[config.mk]
export PLATFORM = sky130hd
export DESIGN_NAME = chan_mux_rr
export DESIGN_NICKNAME = d
export VERILOG_FILES = /design/src/rtl/chan_mux_rr.sv
export SDC_FILE = /design/constraint.sdc
export NUM_CORES = 1
export LEC_CHECK = 0
export CAP_MARGIN = 30
export CORE_MARGIN = 3
export CORE_UTILIZATION = 40
export CTS_CLUSTER_DIAMETER = 50
export DETAILED_ROUTE_END_ITERATION = 7
export PLACE_DENSITY = 0.66
export SKIP_LAST_GASP = 1
export SYNTH_ARGS = -nofsm -noshare
export SYNTH_HDL_FRONTEND = slang
export SYNTH_SLANG_ARGS = --single-unit
[constraint.sdc]
create_clock -name clk -period 4.4 [get_ports clk]
set_input_delay 1.32 -clock clk [delete_from_list [all_inputs] [get_ports clk]]
set_output_delay 1.32 -clock clk [all_outputs]
set_load 0.03 [all_outputs]
[src/rtl/chan_mux_rr.sv]
// chan_mux_rr: N-channel registered multiplexer with valid/ready handshaking.
// Selection is either a fixed externally chosen channel or a round-robin scan
// that starts just after the most recently served channel. The output is a
// single registered stream tagged with the index of the supplying channel.
module chan_mux_rr #(
  parameter int N_CH  = 4,
  parameter int WIDTH = 8,
  parameter int SEL_W = $clog2(N_CH)
) (
  input  logic                  clk,
  input  logic                  rst_n,
  input  logic [N_CH*WIDTH-1:0] in_data,
  input  logic [N_CH-1:0]       in_valid,
  output logic [N_CH-1:0]       in_ready,
  input  logic                  mode,
  input  logic [SEL_W-1:0]      sel,
  output logic [WIDTH-1:0]      out_data,
  output logic [SEL_W-1:0]      out_ch,
  output logic                  out_valid,
  input  logic                  out_ready,
  output logic                  sel_err
);

  logic [WIDTH-1:0] r_outData;
  logic [SEL_W-1:0] r_outCh;
  logic             r_outValid;
  logic             r_selErr;
  logic [SEL_W-1:0] r_rrPtr;

  logic             w_load;
  logic [N_CH-1:0]  w_grant;
  logic             w_grantAny;
  logic [SEL_W-1:0] w_grantIdx;
  logic [WIDTH-1:0] w_grantData;
  logic             w_selLegal;
  int               w_scanIdx;

  // The output register can take a new word when it is empty or being popped.
  assign w_load = !r_outValid || out_ready;

  // Choose at most one channel: the fixed select, or the first requester found
  // scanning upward from the channel after the last round-robin winner.
  always_comb begin
    w_grant     = '0;
    w_grantAny  = 1'b0;
    w_grantIdx  = '0;
    w_grantData = '0;
    w_selLegal  = 1'b0;
    w_scanIdx   = 0;
    for (int i = 0; i < N_CH; i++) begin
      if (sel == SEL_W'(i)) begin
        w_selLegal = 1'b1;
      end
    end
    if (!mode) begin
      for (int i = 0; i < N_CH; i++) begin
        if (sel == SEL_W'(i) && in_valid[i]) begin
          w_grant[i]  = 1'b1;
          w_grantAny  = 1'b1;
          w_grantIdx  = SEL_W'(i);
          w_grantData = in_data[i*WIDTH +: WIDTH];
        end
      end
    end else begin
      for (int k = 1; k <= N_CH; k++) begin
        w_scanIdx = int'(r_rrPtr) + k;
        if (w_scanIdx >= N_CH) begin
          w_scanIdx = w_scanIdx - N_CH;
        end
        if (!w_grantAny && in_valid[w_scanIdx]) begin
          w_grant[w_scanIdx] = 1'b1;
          w_grantAny         = 1'b1;
          w_grantIdx         = SEL_W'(w_scanIdx);
          w_grantData        = in_data[w_scanIdx*WIDTH +: WIDTH];
        end
      end
    end
  end

  // Accept is only offered to the granted channel, and never while in reset.
  assign in_ready = (rst_n && w_load) ? w_grant : '0;

  // Output register, round-robin pointer and the illegal-select flag.
  always_ff @(posedge clk) begin
    if (!rst_n) begin
      r_outValid <= 1'b0;
      r_outData  <= '0;
      r_outCh    <= '0;
      r_selErr   <= 1'b0;
      r_rrPtr    <= SEL_W'(N_CH - 1);
    end else begin
      r_selErr <= !mode && !w_selLegal;
      if (w_load) begin
        if (w_grantAny) begin
          r_outValid <= 1'b1;
          r_outData  <= w_grantData;
          r_outCh    <= w_grantIdx;
          if (mode) begin
            r_rrPtr <= w_grantIdx;
          end
        end else begin
          r_outValid <= 1'b0;
        end
      end
    end
  end

  assign out_data  = r_outData;
  assign out_ch    = r_outCh;
  assign out_valid = r_outValid;
  assign sel_err   = r_selErr;

endmodule

==> run_results.csv <==
group,metric,value,unit
outcome,status,"finished clean",
grt,global_route.usage.met3,0.0165,
sta,finalSetupViolCount,0,
power,power_density,243,mW/mm^2
layout,fin_area,0.00326,mm^2
grt,most_used_routing_layer,"met2",
clocking,clk_pin_slew,60,ps
synth,synthMostInstantiatedCell,"sky130_fd_sc_hd__nor2_1",
detailed_routing,avgViaCountPerCell,6.54,
synth,yosys.area_share.simple,0.165,
layout,finalNetCount,381,
synth,ys_top_cells_by_count,"sky130_fd_sc_hd__nor2_1, sky130_fd_sc_hd__nand2_1, sky130_fd_sc_hd__mux2_2, sky130_fd_sc_hd__mux4_2, sky130_fd_sc_hd__a221oi_1",
hold_path,hp-class,"reg2reg",
clocking,worst_skew_pair.late_latency,250,ps
critical_path,worstPathArrival,3000,ps
floorplanning,row_count,28,
synth,synth.ff_latch_count,14,
sta,final_max_slew_viol_count,0,
layout,area_growth,31.2,%
sta,worst_pin_slew,854,ps
grt,antenna_violations_before_repair,0,
clocking,tritoncts,"done",
clocking,clock_sink_count,14,
critical_path,critPathMaxFanout,5,
floorplanning,die_area,0.00720,mm^2
layout,insertedDiodeCount,0,
synth,synthXorXnorAreaFrac,0,
sta,achievable_clock_frequency,232,MHz
synth,syn-cell-area,0.00249,mm^2
clocking,clock-root-buffer,"sky130_fd_sc_hd__clkbuf_8",
detailed_routing,drtIter0Drc,181,
detailed_routing,drt-pass1-iter-count,6,
grt,grt.met1_usage,0.330,
critical_path,timing.setup.critical_path_class,"in2out",
hold_path,hold_path_depth,2,
synth,ys_types,58,
critical_path,setup.worst_path.end_class,"output pin",
synth,synth_mux_area_frac,0.304,
clocking,cts_buffers,3,
floorplanning,chipWidth,84.9,um
grt,grt_remaining_overflow,0,
synth,synth_largest_type_area_fraction,0.154,
clocking,clock_tree.htree_level_count,1,
sta,finalWorstSetupSlack,80.8,ps
clocking,number_of_buffers_on_the_longest_clock_path,2,
power,post-layout-total-power,792,uW
place,dp_slack,-353,ps
layout,layout-drive-gt1-share,0.291,
floorplanning,start_util,0.418,
critical_path,required,3080,ps
place,place.port_buffers,57,
synth,syn_nets,320,
synth,synth.largest_area_cell,"sky130_fd_sc_hd__mux4_2",
detailed_routing,totalWireLength,7950,um
sta,timing.final.crit_period,4320,ps
grt,global_route.usage.total,0.217,
grt,grt_pass1_wl,12600,um
synth,yosys_warnings,0,
sta,skew,1.98,ps
power,power_leakage,1.18,nW
synth,synth-compound-area-share,0.294,
sta,unrepaired_setup_endpoints_after_global_routing,"no",
detailed_routing,antenna_left,0,
critical_path,reg2regPathDepth,8,
grt,grt.met2_usage,0.332,
synth,synth_async_sr_flop_share,0,
synth,post_synth_fa_ha_maj_area_fraction,0.0402,
sta,finalHoldViolations,0,
grt,grt_start_max_net_pins,29,
synth,dominant_combinational_cell_family_by_area_after_synthesis,"multiplexers",
synth,cell_count_after_synthesis,270,
synth,synth_top_flop_cell,"sky130_fd_sc_hd__dfxtp_1",
power,vdd.ir_drop.worst,0.136,mV
sta,max-slew-margin-rel,0.429,
synth,area_contributors_post_synth,"sky130_fd_sc_hd__mux4_2, sky130_fd_sc_hd__dfxtp_1, sky130_fd_sc_hd__mux2_2",
floorplanning,overall_die_height,84.9,um
detailed_routing,post_drt_wl_per_cell,19.6,um
critical_path,cp-start-kind,"input port",
sta,setup_tns_after_final_layout,0,ps
place,gp_congestion,0.823,
synth,synth-edff-count,0,
detailed_routing,dr_total_vias,2650,
floorplanning,core_area,0.00596,mm^2
sta,final.period_utilization,0.982,
flow_run,drv.max_cap_violation_count,0,
floorplanning,top_level_ports,58,
detailed_routing,drc_violation_count_after_routing,0,
place,placement.cell_area,0.00317,mm^2
synth,postSynthAreaPerCell,9.22,um^2
place,detailedPlacementHpwl,5780,um
grt,first_global_vias,2319,
synth,synth_sequential_area_ratio,0.113,
sta,fin_hold_ws,458,ps
[cell families (layout without fill, tap and decap cells)]
family | after synthesis | after routing
buffers and inverters | 36 | 96
other | 1 | 1
and+or+nand+nor | 79 | 79
DFF | 14 | 14
muxes | 43 | 43
adders and majority gates | 8 | 8
AOI/OAI and AO/OA | 89 | 89
[through the flow]
stage | cells | utilization
finish | 405 | 0.548
global route | 405 | 0.548
CTS | 403 | 0.546
detailed placement | 397 | 0.533
global placement | 397 | 0.533
floorplan | 270 | -
[report_power, final]
part	leakage [nW]	switching [mW]	internal, mW	total [mW]
clock	0.0288	0.0524	0.0794	0.132
combinational	1.04	0.258	0.250	0.508
sequential	0.115	0.00891	0.143	0.152
[routing by layer]
metal	vias to the layer above	wire (um)	share of wire
li1	1225	-	-
met2	114	3690	0.46
met5	-	0	0
met3	10	436	0.055
met4	0	134	0.017
met1	1301	3690	0.46
[cell usage in the layout, fill, tap and decap left out, drive strengths merged, types with 7 or more instances in the layout]
master,instances
a22oi,7
dfxtp,14
a21oi,7
nor2,23
ha,8
mux4,23
o211ai,12
clkbuf,7
clkdlybuf4s50,49
nand3,8
a221oi,17
nand2,19
o21ai,9
buf,34
mux2,18
[flip-flops by register name (all words and copies together) (netlist names)]
| name | count |
|---|---|
| out_data | 8 |
| out_valid | 1 |
| out_ch | 2 |
| r_rrPtr | 2 |
| sel_err | 1 |
[cell type report]
class,instances,area (um^2)
sequential,14,282
tap,75,93.8
timing repair buffer,86,758
clock buffer,4,55.1
inverter,6,22.5
fill,557,2690
multi-input combinational,220,2050
[final timing paths]
check	from	end	slack (ps)
setup / recovery	in_valid[1]	in_ready[3]	80
hold / removal	out_ch[0]	out_ch[0]	460
setup reg to reg	r_rrPtr[0]	out_data[6]	1730
hold reg to reg	out_ch[0]	out_ch[0]	460
[what timing repair did]
action / 4_1_cts / 5_1_grt
hold buffers: 0 / 0
cloned: 0 / 0
setup buffers: 2 / 2
gates resized for setup: 10 / 10
pin swaps: 4 / 6
endpoints found under the setup margin: 4 / 4
[critical path, stage by stage]
cell	delay (ps)
sky130_fd_sc_hd__clkbuf_2	110
sky130_fd_sc_hd__buf_4	140
sky130_fd_sc_hd__mux4_2	490
sky130_fd_sc_hd__nand2b_4	100
sky130_fd_sc_hd__nor2_2	50
sky130_fd_sc_hd__a222oi_1	450
sky130_fd_sc_hd__a311oi_2	150
sky130_fd_sc_hd__buf_4	190
Power figures use the tool's default switching activity.
